File: src/rtl/axil_led_bank.sv
// -----------------------------------------------------------------------------
// axil_led_bank
//   AXI4-Lite slave exposing the build-ID registers (git hash, timestamp) next
//   to a bank of NUM_CH independently programmable LED blink channels. Each
//   channel owns a 32-bit free-running counter; the LED follows counter bit DIV
//   (blink), or optionally a PWM compare of the counter's low byte against DUTY.
//
// Optional feature macro: LED_BANK_PWM_EN
//   defined   : CH[i].MODE=1 selects PWM, led = cnt[7:0] < DUTY
//   undefined : DUTY/MODE are not stored and read as 0; blink only
//
// Ports
//   S_AXI_ACLK, S_AXI_ARESETN   clock, asynchronous active-low reset
//   git_hash[63:0], timestamp   build ID inputs, sampled when a read is accepted
//   S_AXI_AW*/W*/B*/AR*/R*      AXI4-Lite slave
//   led_o[NUM_CH-1:0]           registered LED drive, 1 = on
//
// Register map (word index = ADDR[6:2])
//   0x00 GIT_LO  0x04 GIT_HI  0x08 TSTAMP  0x0C CTRL(bit0 GEN)  0x10 STATUS
//   0x14 SCRATCH  0x20+4*i CH[i] = {MODE[24], DUTY[23:16], EN[8], DIV[4:0]}
// -----------------------------------------------------------------------------
module axil_led_bank #(
   parameter int C_S_AXI_DATA_WIDTH = 32,
   parameter int C_S_AXI_ADDR_WIDTH = 7,
   parameter int NUM_CH             = 2,
   parameter int RST_DIV            = 26
) (
   input  logic                            S_AXI_ACLK,
   input  logic                            S_AXI_ARESETN,
   input  logic [63:0]                     git_hash,
   input  logic [31:0]                     timestamp,
   input  logic [C_S_AXI_ADDR_WIDTH-1:0]   S_AXI_AWADDR,
   input  logic [2:0]                      S_AXI_AWPROT,
   input  logic                            S_AXI_AWVALID,
   output logic                            S_AXI_AWREADY,
   input  logic [C_S_AXI_DATA_WIDTH-1:0]   S_AXI_WDATA,
   input  logic [C_S_AXI_DATA_WIDTH/8-1:0] S_AXI_WSTRB,
   input  logic                            S_AXI_WVALID,
   output logic                            S_AXI_WREADY,
   output logic [1:0]                      S_AXI_BRESP,
   output logic                            S_AXI_BVALID,
   input  logic                            S_AXI_BREADY,
   input  logic [C_S_AXI_ADDR_WIDTH-1:0]   S_AXI_ARADDR,
   input  logic [2:0]                      S_AXI_ARPROT,
   input  logic                            S_AXI_ARVALID,
   output logic                            S_AXI_ARREADY,
   output logic [C_S_AXI_DATA_WIDTH-1:0]   S_AXI_RDATA,
   output logic [1:0]                      S_AXI_RRESP,
   output logic                            S_AXI_RVALID,
   input  logic                            S_AXI_RREADY,
   output logic [NUM_CH-1:0]               led_o
);

   localparam int WIDX = C_S_AXI_ADDR_WIDTH - 2;

   localparam logic [WIDX-1:0] A_GIT_LO  = WIDX'(0);
   localparam logic [WIDX-1:0] A_GIT_HI  = WIDX'(1);
   localparam logic [WIDX-1:0] A_TSTAMP  = WIDX'(2);
   localparam logic [WIDX-1:0] A_CTRL    = WIDX'(3);
   localparam logic [WIDX-1:0] A_STATUS  = WIDX'(4);
   localparam logic [WIDX-1:0] A_SCRATCH = WIDX'(5);
   localparam logic [WIDX-1:0] A_CH_BASE = WIDX'(8);

   localparam logic [1:0] RESP_OKAY   = 2'b00;
   localparam logic [1:0] RESP_SLVERR = 2'b10;

   // bus state
   logic        r_awready;
   logic        r_bvalid;
   logic [1:0]  r_bresp;
   logic        r_arready;
   logic        r_rvalid;
   logic [31:0] r_rdata;
   logic [1:0]  r_rresp;

   // register file
   logic        r_gen;
   logic [31:0] r_scratch;
   logic [4:0]  r_div [NUM_CH];
   logic        r_en  [NUM_CH];
`ifdef LED_BANK_PWM_EN
   logic [7:0]  r_duty [NUM_CH];
   logic        r_mode [NUM_CH];
`endif

   // channel datapath
   logic [31:0]       r_cnt [NUM_CH];
   logic [NUM_CH-1:0] r_led;

   logic [WIDX-1:0]   w_aw_word;
   logic [WIDX-1:0]   w_ar_word;
   logic              w_wr_go;
   logic              w_rd_go;
   logic [NUM_CH-1:0] w_ch_wr;
   logic [NUM_CH-1:0] w_div_chg;
   logic [31:0]       w_ch_rd [NUM_CH];
   logic [31:0]       w_rd_data;
   logic              w_rd_err;
   logic              w_unused;

   assign w_aw_word = S_AXI_AWADDR[C_S_AXI_ADDR_WIDTH-1:2];
   assign w_ar_word = S_AXI_ARADDR[C_S_AXI_ADDR_WIDTH-1:2];
   assign w_unused  = ^{S_AXI_AWPROT, S_AXI_ARPROT, S_AXI_AWADDR[1:0], S_AXI_ARADDR[1:0]};

   // READY is registered, so it is suppressed while already high to keep it a
   // single-cycle pulse; the handshake edge is the one where READY is high.
   assign w_wr_go = S_AXI_AWVALID & S_AXI_WVALID & ~r_bvalid & ~r_awready;
   assign w_rd_go = S_AXI_ARVALID & ~r_rvalid & ~r_arready;

   function automatic logic f_mapped(input logic [WIDX-1:0] w);
      logic m;
      m = (w <= A_SCRATCH);
      for (int unsigned i = 0; i < NUM_CH; i++)
         if (w == A_CH_BASE + WIDX'(i)) m = 1'b1;
      return m;
   endfunction

   always_comb begin
      for (int unsigned i = 0; i < NUM_CH; i++) begin
         w_ch_wr[i]   = r_awready & (w_aw_word == A_CH_BASE + WIDX'(i));
         w_div_chg[i] = w_ch_wr[i] & S_AXI_WSTRB[0] & (S_AXI_WDATA[4:0] != r_div[i]);
`ifdef LED_BANK_PWM_EN
         w_ch_rd[i]   = {7'd0, r_mode[i], r_duty[i], 7'd0, r_en[i], 3'd0, r_div[i]};
`else
         w_ch_rd[i]   = {23'd0, r_en[i], 3'd0, r_div[i]};
`endif
      end
   end

   always_comb begin
      w_rd_data = '0;
      w_rd_err  = 1'b0;
      case (w_ar_word)
         A_GIT_LO:  w_rd_data = git_hash[31:0];
         A_GIT_HI:  w_rd_data = git_hash[63:32];
         A_TSTAMP:  w_rd_data = timestamp;
         A_CTRL:    w_rd_data = {31'd0, r_gen};
         A_STATUS:  w_rd_data = 32'(r_led);
         A_SCRATCH: w_rd_data = r_scratch;
         default: begin
            w_rd_err = 1'b1;
            for (int unsigned i = 0; i < NUM_CH; i++) begin
               if (w_ar_word == A_CH_BASE + WIDX'(i)) begin
                  w_rd_err  = 1'b0;
                  w_rd_data = w_ch_rd[i];
               end
            end
         end
      endcase
   end

   // write channel and register file
   always_ff @(posedge S_AXI_ACLK or negedge S_AXI_ARESETN) begin
      if (!S_AXI_ARESETN) begin
         r_awready <= 1'b0;
         r_bvalid  <= 1'b0;
         r_bresp   <= RESP_OKAY;
         r_gen     <= 1'b1;
         r_scratch <= '0;
         for (int unsigned i = 0; i < NUM_CH; i++) begin
            r_div[i] <= 5'(RST_DIV);
            r_en[i]  <= 1'b1;
`ifdef LED_BANK_PWM_EN
            r_duty[i] <= '0;
            r_mode[i] <= 1'b0;
`endif
         end
      end else begin
         r_awready <= w_wr_go;
         if (r_awready) begin
            r_bvalid <= 1'b1;
            r_bresp  <= f_mapped(w_aw_word) ? RESP_OKAY : RESP_SLVERR;
            if (w_aw_word == A_CTRL && S_AXI_WSTRB[0])
               r_gen <= S_AXI_WDATA[0];
            if (w_aw_word == A_SCRATCH)
               for (int unsigned b = 0; b < 4; b++)
                  if (S_AXI_WSTRB[b]) r_scratch[8*b +: 8] <= S_AXI_WDATA[8*b +: 8];
            for (int unsigned i = 0; i < NUM_CH; i++) begin
               if (w_ch_wr[i]) begin
                  if (S_AXI_WSTRB[0]) r_div[i] <= S_AXI_WDATA[4:0];
                  if (S_AXI_WSTRB[1]) r_en[i]  <= S_AXI_WDATA[8];
`ifdef LED_BANK_PWM_EN
                  if (S_AXI_WSTRB[2]) r_duty[i] <= S_AXI_WDATA[23:16];
                  if (S_AXI_WSTRB[3]) r_mode[i] <= S_AXI_WDATA[24];
`endif
               end
            end
         end else if (r_bvalid && S_AXI_BREADY) begin
            r_bvalid <= 1'b0;
         end
      end
   end

   // read channel; build-ID inputs are captured on the accepting edge
   always_ff @(posedge S_AXI_ACLK or negedge S_AXI_ARESETN) begin
      if (!S_AXI_ARESETN) begin
         r_arready <= 1'b0;
         r_rvalid  <= 1'b0;
         r_rdata   <= '0;
         r_rresp   <= RESP_OKAY;
      end else begin
         r_arready <= w_rd_go;
         if (r_arready) begin
            r_rvalid <= 1'b1;
            r_rdata  <= w_rd_data;
            r_rresp  <= w_rd_err ? RESP_SLVERR : RESP_OKAY;
         end else if (r_rvalid && S_AXI_RREADY) begin
            r_rvalid <= 1'b0;
         end
      end
   end

   // channel counters and registered LED outputs
   always_ff @(posedge S_AXI_ACLK or negedge S_AXI_ARESETN) begin
      if (!S_AXI_ARESETN) begin
         r_led <= '0;
         for (int unsigned i = 0; i < NUM_CH; i++) r_cnt[i] <= '0;
      end else begin
         for (int unsigned i = 0; i < NUM_CH; i++) begin
            if (w_div_chg[i])
               r_cnt[i] <= '0;
            else if (r_gen && r_en[i])
               r_cnt[i] <= r_cnt[i] + 32'd1;
`ifdef LED_BANK_PWM_EN
            if (r_mode[i])
               r_led[i] <= r_gen & r_en[i] & (r_cnt[i][7:0] < r_duty[i]);
            else
               r_led[i] <= r_gen & r_en[i] & r_cnt[i][r_div[i]];
`else
            r_led[i] <= r_gen & r_en[i] & r_cnt[i][r_div[i]];
`endif
         end
      end
   end

   assign S_AXI_AWREADY = r_awready;
   assign S_AXI_WREADY  = r_awready;
   assign S_AXI_BVALID  = r_bvalid;
   assign S_AXI_BRESP   = r_bresp;
   assign S_AXI_ARREADY = r_arready;
   assign S_AXI_RVALID  = r_rvalid;
   assign S_AXI_RDATA   = r_rdata;
   assign S_AXI_RRESP   = r_rresp;
   assign led_o         = r_led;

endmodule

File: config.mk
export PLATFORM = sky130hd
export DESIGN_NAME = axil_led_bank
export DESIGN_NICKNAME = d
export VERILOG_FILES = /design/src/rtl/axil_led_bank.sv
export SDC_FILE = /design/constraint.sdc
export NUM_CORES = 1
export LEC_CHECK = 0
export CORE_MARGIN = 5
export CORE_UTILIZATION = 50
export DETAILED_ROUTE_END_ITERATION = 12
export MAX_ROUTING_LAYER = met4
export PLACE_DENSITY = 0.89
export SKIP_CTS_REPAIR_TIMING = 1
export SLEW_MARGIN = 10
export SYNTH_ARGS = -nofsm -noshare
export SYNTH_HDL_FRONTEND = slang
export SYNTH_SLANG_ARGS = --single-unit
File: constraint.sdc
create_clock -name S_AXI_ACLK -period 5 [get_ports S_AXI_ACLK]
set_clock_uncertainty 0.15 [all_clocks]
set_input_delay 0.5 -clock S_AXI_ACLK [delete_from_list [all_inputs] [get_ports S_AXI_ACLK]]
set_output_delay 0.5 -clock S_AXI_ACLK [all_outputs]
set_load 0.02 [all_outputs]
# [Word-level counts from Yosys, hierarchy flattened]
# Cells that the tools add are included.
[classes] addsub=2 n_lt_le_gt_ge=3 n_eq_ne=13 n_mux=23 bitwise=19 reduce_logical=20
[op_table] operator="32-bit one-hot mux with 6 select lines" count=1
[op_table] operator="32-bit 2-to-1 mux" count=5
[op_table] operator="32-bit by 1-bit adder with 32-bit output, second input constant" count=2
[op_table] operator="3-bit AND reduction" count=8
[op_table] operator="5-bit by 4-bit equality test with 1-bit output, second input constant" count=4
[op_table] operator="1-bit AND" count=15
[op_table] operator="5-bit by 2-bit equality test with 1-bit output, second input constant" count=3
[op_table] operator="5-bit by 3-bit equality test with 1-bit output, second input constant" count=3
[op_table] operator="5-bit by 6-bit less-than comparator with 1-bit output, second input constant" count=2
[op_table] operator="1-bit 2-to-1 mux" count=12
[op_table] operator="1-bit binary-select mux with 5-bit select" count=2
[op_table] operator="5-bit != test" count=2
[op_table] operator="9-bit 2-to-1 mux" count=1
[op_table] operator="2-bit nonzero test" count=4
[op_table] operator="6-bit OR reduction" count=1
[op_table] operator="5-bit by 1-bit equality test with 1-bit output, second input constant" count=1
[op_table] operator="5-bit by 3-bit <= comparator with 1-bit output, second input constant" count=1
[op_table] operator="1-bit logical AND" count=5
[op_table] operator="5-bit zero test" count=1
[op_table] operator="2-bit 2-to-1 mux" count=2
[op_table] operator="1-bit NOT" count=4
[op_table] operator="2-bit AND reduction" count=1
[word_totals] ff_bits=151 in_bits=159 out_inout_bits=43

# [Logic depth before layout (Yosys ltp)]
[depth] ltp_word=5 mapped_depth=7 depth_no_buf=6

# [Worst setup path after synthesis]
# OpenSTA, ideal clock, no wires.
[synth_path] kind="input -> register" start="in S_AXI_ARADDR[6]" end="reg r_rdata[12], in the netlist S_AXI_RDATA[12]" arrival_time_ns=1.854 required_time_ns=4.768 path_slack_ns=2.914 cell_stages=6 path_buffers=2 path_cell_list="or3b_1 > nor3b_2 > buf_2 > buf_2 > a22oi_1 > a31oi_1"
[synth_via] elab_chain_len=2 elab_cells_between_ends=7 classes_between="eq/ne (5); mux (1); reduce/logical (1)"
[synth_rtl] item="start, declared" line_no="43" rtl="input logic [C_S_AXI_ADDR_WIDTH-1:0] S_AXI_ARADDR,"
[synth_rtl] item="5-bit by 3-bit equality test with 1-bit output (tied with other cells)" line_no="133" rtl="case (w_ar_word)"
[synth_rtl] item="32-bit one-hot mux with 6 select lines (*)" line_no="133"
[synth_rtl] item="end signal, assigned" line_no="205" rtl="r_rdata <= w_rd_data;"
[synth_rtl] item="end, declared" line_no="73" rtl="logic [31:0] r_rdata;"
# Mark *: on every way between the ends. The rest lies on a longest branch, timed or not.
# A chain may end at the register's enable or synchronous reset.

# [Worst setup path after layout]
[layout_path] start="in S_AXI_ARADDR[2]" end="reg r_rdata[1], in the netlist S_AXI_RDATA[1]"
[layout_via] elab_chain_len=4 elab_cells_between_ends=11 classes_between="eq/ne (7); mux (3); reduce/logical (1)"
[layout_rtl] item="5-bit by 4-bit equality test with 1-bit output" line_no="143" rtl="if (w_ar_word == A_CH_BASE + WIDX'(i)) begin"
[layout_rtl] item="9-bit 2-to-1 mux" line_no="143"
[layout_rtl] item="32-bit 2-to-1 mux" line_no="143"
[layout_rtl] item="32-bit one-hot mux with 6 select lines (*)" line_no="133"
# Marked as above.

==> metrics.cfg <==
[status]
outcome = finished clean

[global_routing]
overflow = 0
gr-usage-all-layers_pct = 27.0
grt_antenna_before_repair = 0
number_of_global_route_vias_before_repair = 6994
grt_max_degree = 108
grt_pass1_wl_um = 37800

[timing]
post-route-min-period_ns = 3.12
finalSetupViolations = 0
maxClockFrequency_ghz = 0.320
worst_slew_margin_pct = 25.1
grt_setup_unrepaired = no
final_total_negative_setup_slack_ns = 0
hold_viol_final = 0
final-max-slew-violation-count = 0
max_slew.worst_pin.slew_ns = 1.12
post-route-period-util_pct = 62.4

[clock_network]
numCtsBuffers = 17
clk_latency_ns = 0.43
cts_root_buffer = sky130_fd_sc_hd__clkbuf_16
clock_tree.buffer_depth = 2
clk_pin_slew_worst_paths_ns = 0.06
h-tree-depth = 4
tritoncts_num_sinks = 149
tritoncts = yes

[detailed_routing]
vias = 7011
first_pass_iters = 6
wl_per_cell_um = 21.1
final_ant_viol_nets = 0
detail_route.vias_per_cell = 6.06
initial_drc_count = 801
routed_wl_um = 24400
remaining_drc_errors = 0

[setup_path]
crit_path_max_incr_delay_ns = 0.83
critPathMaxFanout = 17
worst-endpoint-required_ns = 5.19
crit_family = simple AND/OR/NAND/NOR gates
setup.worst_path.class = in -> reg
critical_path.endpoint_type = flip-flop
critical_path.startpoint_type = primary input
timing.critical_path.cells = clkdlybuf4s50_1 -> or3b_1 -> nor3b_4 -> buf_4 -> a222oi_1 -> and3b_1 -> o22ai_1
critical_path_buf_inv_count = 2
worst-endpoint-arrival_ns = 3.32
worst-path-stages = 7
critPathSlowestCell = sky130_fd_sc_hd__clkdlybuf4s50_1
ff_to_ff_path_depth = 5

[power_and_ir_drop]
p_per_area_nw_per_um2 = 396
power.static_leakage_nw = 4.04
irDropWorstVdd_uv = 293

[floorplan]
floorplan.initialDensity_pct = 50.7
core_region_area_um2 = 15800
die_width_um = 136
die_outline_area_um2 = 18600
fp-row-count = 46
boundaryPins = 202
die_h_um = 136

[cells_and_area]
stdcell_area_um2 = 10700
antenna_cells = 0
layout-drive-gt1-share_pct = 14.6
flow.area_growth_from_synthesis_pct = 33.9
layout.nets = 1088
fill_cells = 1099
final_cell_count_no_fill = 1156

[synthesis]
synthesis.yosys.warnings = 0
avgSynthCellArea_um2 = 10.6
synth_top_cell_by_area = sky130_fd_sc_hd__dfrtp_1
synth_top_cells_by_area = sky130_fd_sc_hd__dfrtp_1 44%, sky130_fd_sc_hd__mux2_2 7.7%, sky130_fd_sc_hd__xor2_1 5.1%
synth_flop_cell = sky130_fd_sc_hd__dfrtp_1
number_of_flops_mapped_to_enable_cells_by_yosys = 0
top_cells_by_instance_count_after_synthesis = 140 x sky130_fd_sc_hd__dfrtp_1, 101 x sky130_fd_sc_hd__nor2_1, 55 x sky130_fd_sc_hd__mux2_2, 52 x sky130_fd_sc_hd__a22oi_1, 49 x sky130_fd_sc_hd__nand2_1
yosys_register_bits = 149
postSynth.asyncResetShare_pct = 100
ys_seq_area_share_pct = 46.8
synthDominantCellAreaShare_pct = 43.8
synthMostInstantiatedCell = sky130_fd_sc_hd__dfrtp_1
combined_area_of_all_synthesized_cells_um2 = 8000
cell_count_after_synthesis = 757
synth_cell_type_count = 61

[place]
placement.io_buffers = 189
gpl.final_weighted_congestion = 0.854
detailed_place.area_um2 = 10000
place_hpwl_um = 17000
place.detailed.instances = 1124

[worst_hold_path]
min-delay-path-class = in -> async

[run]
drv.max_cap_violation_count = 0

where the power goes:
part | internal [mW] | switching [mW]
clock network | 0.949 | 0.508
logic | 0.548 | 0.580
registers | 1.42 | 0.236
total | 2.92 | 1.32
layer usage:
layer,global-route usage [%],vias to the layer above,wire [um]
met4,12.0,0,843
li1,-,3118,-
met3,6.81,81,1970
met5,-,-,0
met1,32.4,3466,9330
met2,43.1,346,12300
state kept, by name, indices dropped and copies added, names as in the netlist:
| register | cells |
|---|---|
| led_o | 2 |
| r_gen | 1 |
| S_AXI_BRESP | 1 |
| S_AXI_RRESP | 1 |
| r_div | 10 |
| S_AXI_BVALID | 1 |
| S_AXI_RDATA | 32 |
| r_scratch | 32 |
| S_AXI_AWREADY | 1 |
| r_cnt | 64 |
| S_AXI_ARREADY | 1 |
| r_en | 2 |
| S_AXI_RVALID | 1 |
placed cells by master (no fill, tap or decap), types with 10 or more instances in the layout:
cell type	count
sky130_fd_sc_hd__clkbuf_16	17
sky130_fd_sc_hd__a21oi_1	19
sky130_fd_sc_hd__nand3_1	28
sky130_fd_sc_hd__nor2_1	101
sky130_fd_sc_hd__dfrtp_1	139
sky130_fd_sc_hd__mux2_2	55
sky130_fd_sc_hd__a22oi_1	52
sky130_fd_sc_hd__xnor2_1	17
sky130_fd_sc_hd__nand4_1	21
sky130_fd_sc_hd__nand2_1	49
sky130_fd_sc_hd__a31oi_1	26
sky130_fd_sc_hd__and3_1	10
sky130_fd_sc_hd__clkdlybuf4s50_1	188
sky130_fd_sc_hd__mux4_2	16
sky130_fd_sc_hd__xor2_1	47
layout make-up:
type	count	area (um^2)	share of cell area [%]
multi-input combinational	556	4060	37.9
sequential	149	3740	34.9
timing repair buffer	194	1930	18.0
clock buffer	20	447	4.17
tap	216	270	2.52
clock inverter	12	225	2.10
inverter	9	33.8	0.315
metrics by stage:
stage | setup WS [ns] | util (%) | hold WS, ns | power [mW]
2_1_floorplan | 2.91 | - | 0.0544 | 2.25
3_3_place_gp | 1.58 | 63.7 | 0.296 | 2.72
3_5_place_dp | 1.52 | 63.7 | 0.333 | 2.77
4_1_cts | 1.96 | 67.9 | 0.101 | 4.25
5_1_grt | 1.78 | 67.9 | 0.137 | 4.42
6_report | 1.88 | 67.9 | 0.0596 | 4.24
final timing paths:
check / start / to / slack (ns)
worst min-delay path: S_AXI_ARESETN / r_cnt[3]$_DFFE_PN0P_ / 0.06
worst max-delay path: S_AXI_ARADDR[2] / S_AXI_RDATA[1]$_DFFE_PN0P_ / 1.88
max in group asynchronous: S_AXI_ARESETN / S_AXI_RVALID$_DFFE_PN0P_ / 3.49
worst max register to register: r_gen$_DFFE_PN1P_ / r_cnt[31]$_DFFE_PN0P_ / 2.35
worst min register to register: S_AXI_BVALID$_DFFE_PN0P_ / S_AXI_AWREADY$_DFF_PN0_ / 0.35
min in group S_AXI_ACLK: S_AXI_BVALID$_DFFE_PN0P_ / S_AXI_AWREADY$_DFF_PN0_ / 0.35
cells by family after synthesis:
| kind of cell | after synthesis | share of synthesized area (%) |
|---|---|---|
| other | 1 | 0.0469 |
| XOR/XNOR | 64 | 7.01 |
| adder cells (fa/ha/maj) | 3 | 0.438 |
| AO/OA/AOI/OAI | 126 | 10.7 |
| multiplexers | 81 | 13.7 |
| AND/OR/NAND/NOR | 280 | 18.5 |
| flip-flops | 149 | 46.8 |
| buffers and inverters | 53 | 2.85 |
Power figures use the tool's default switching activity.
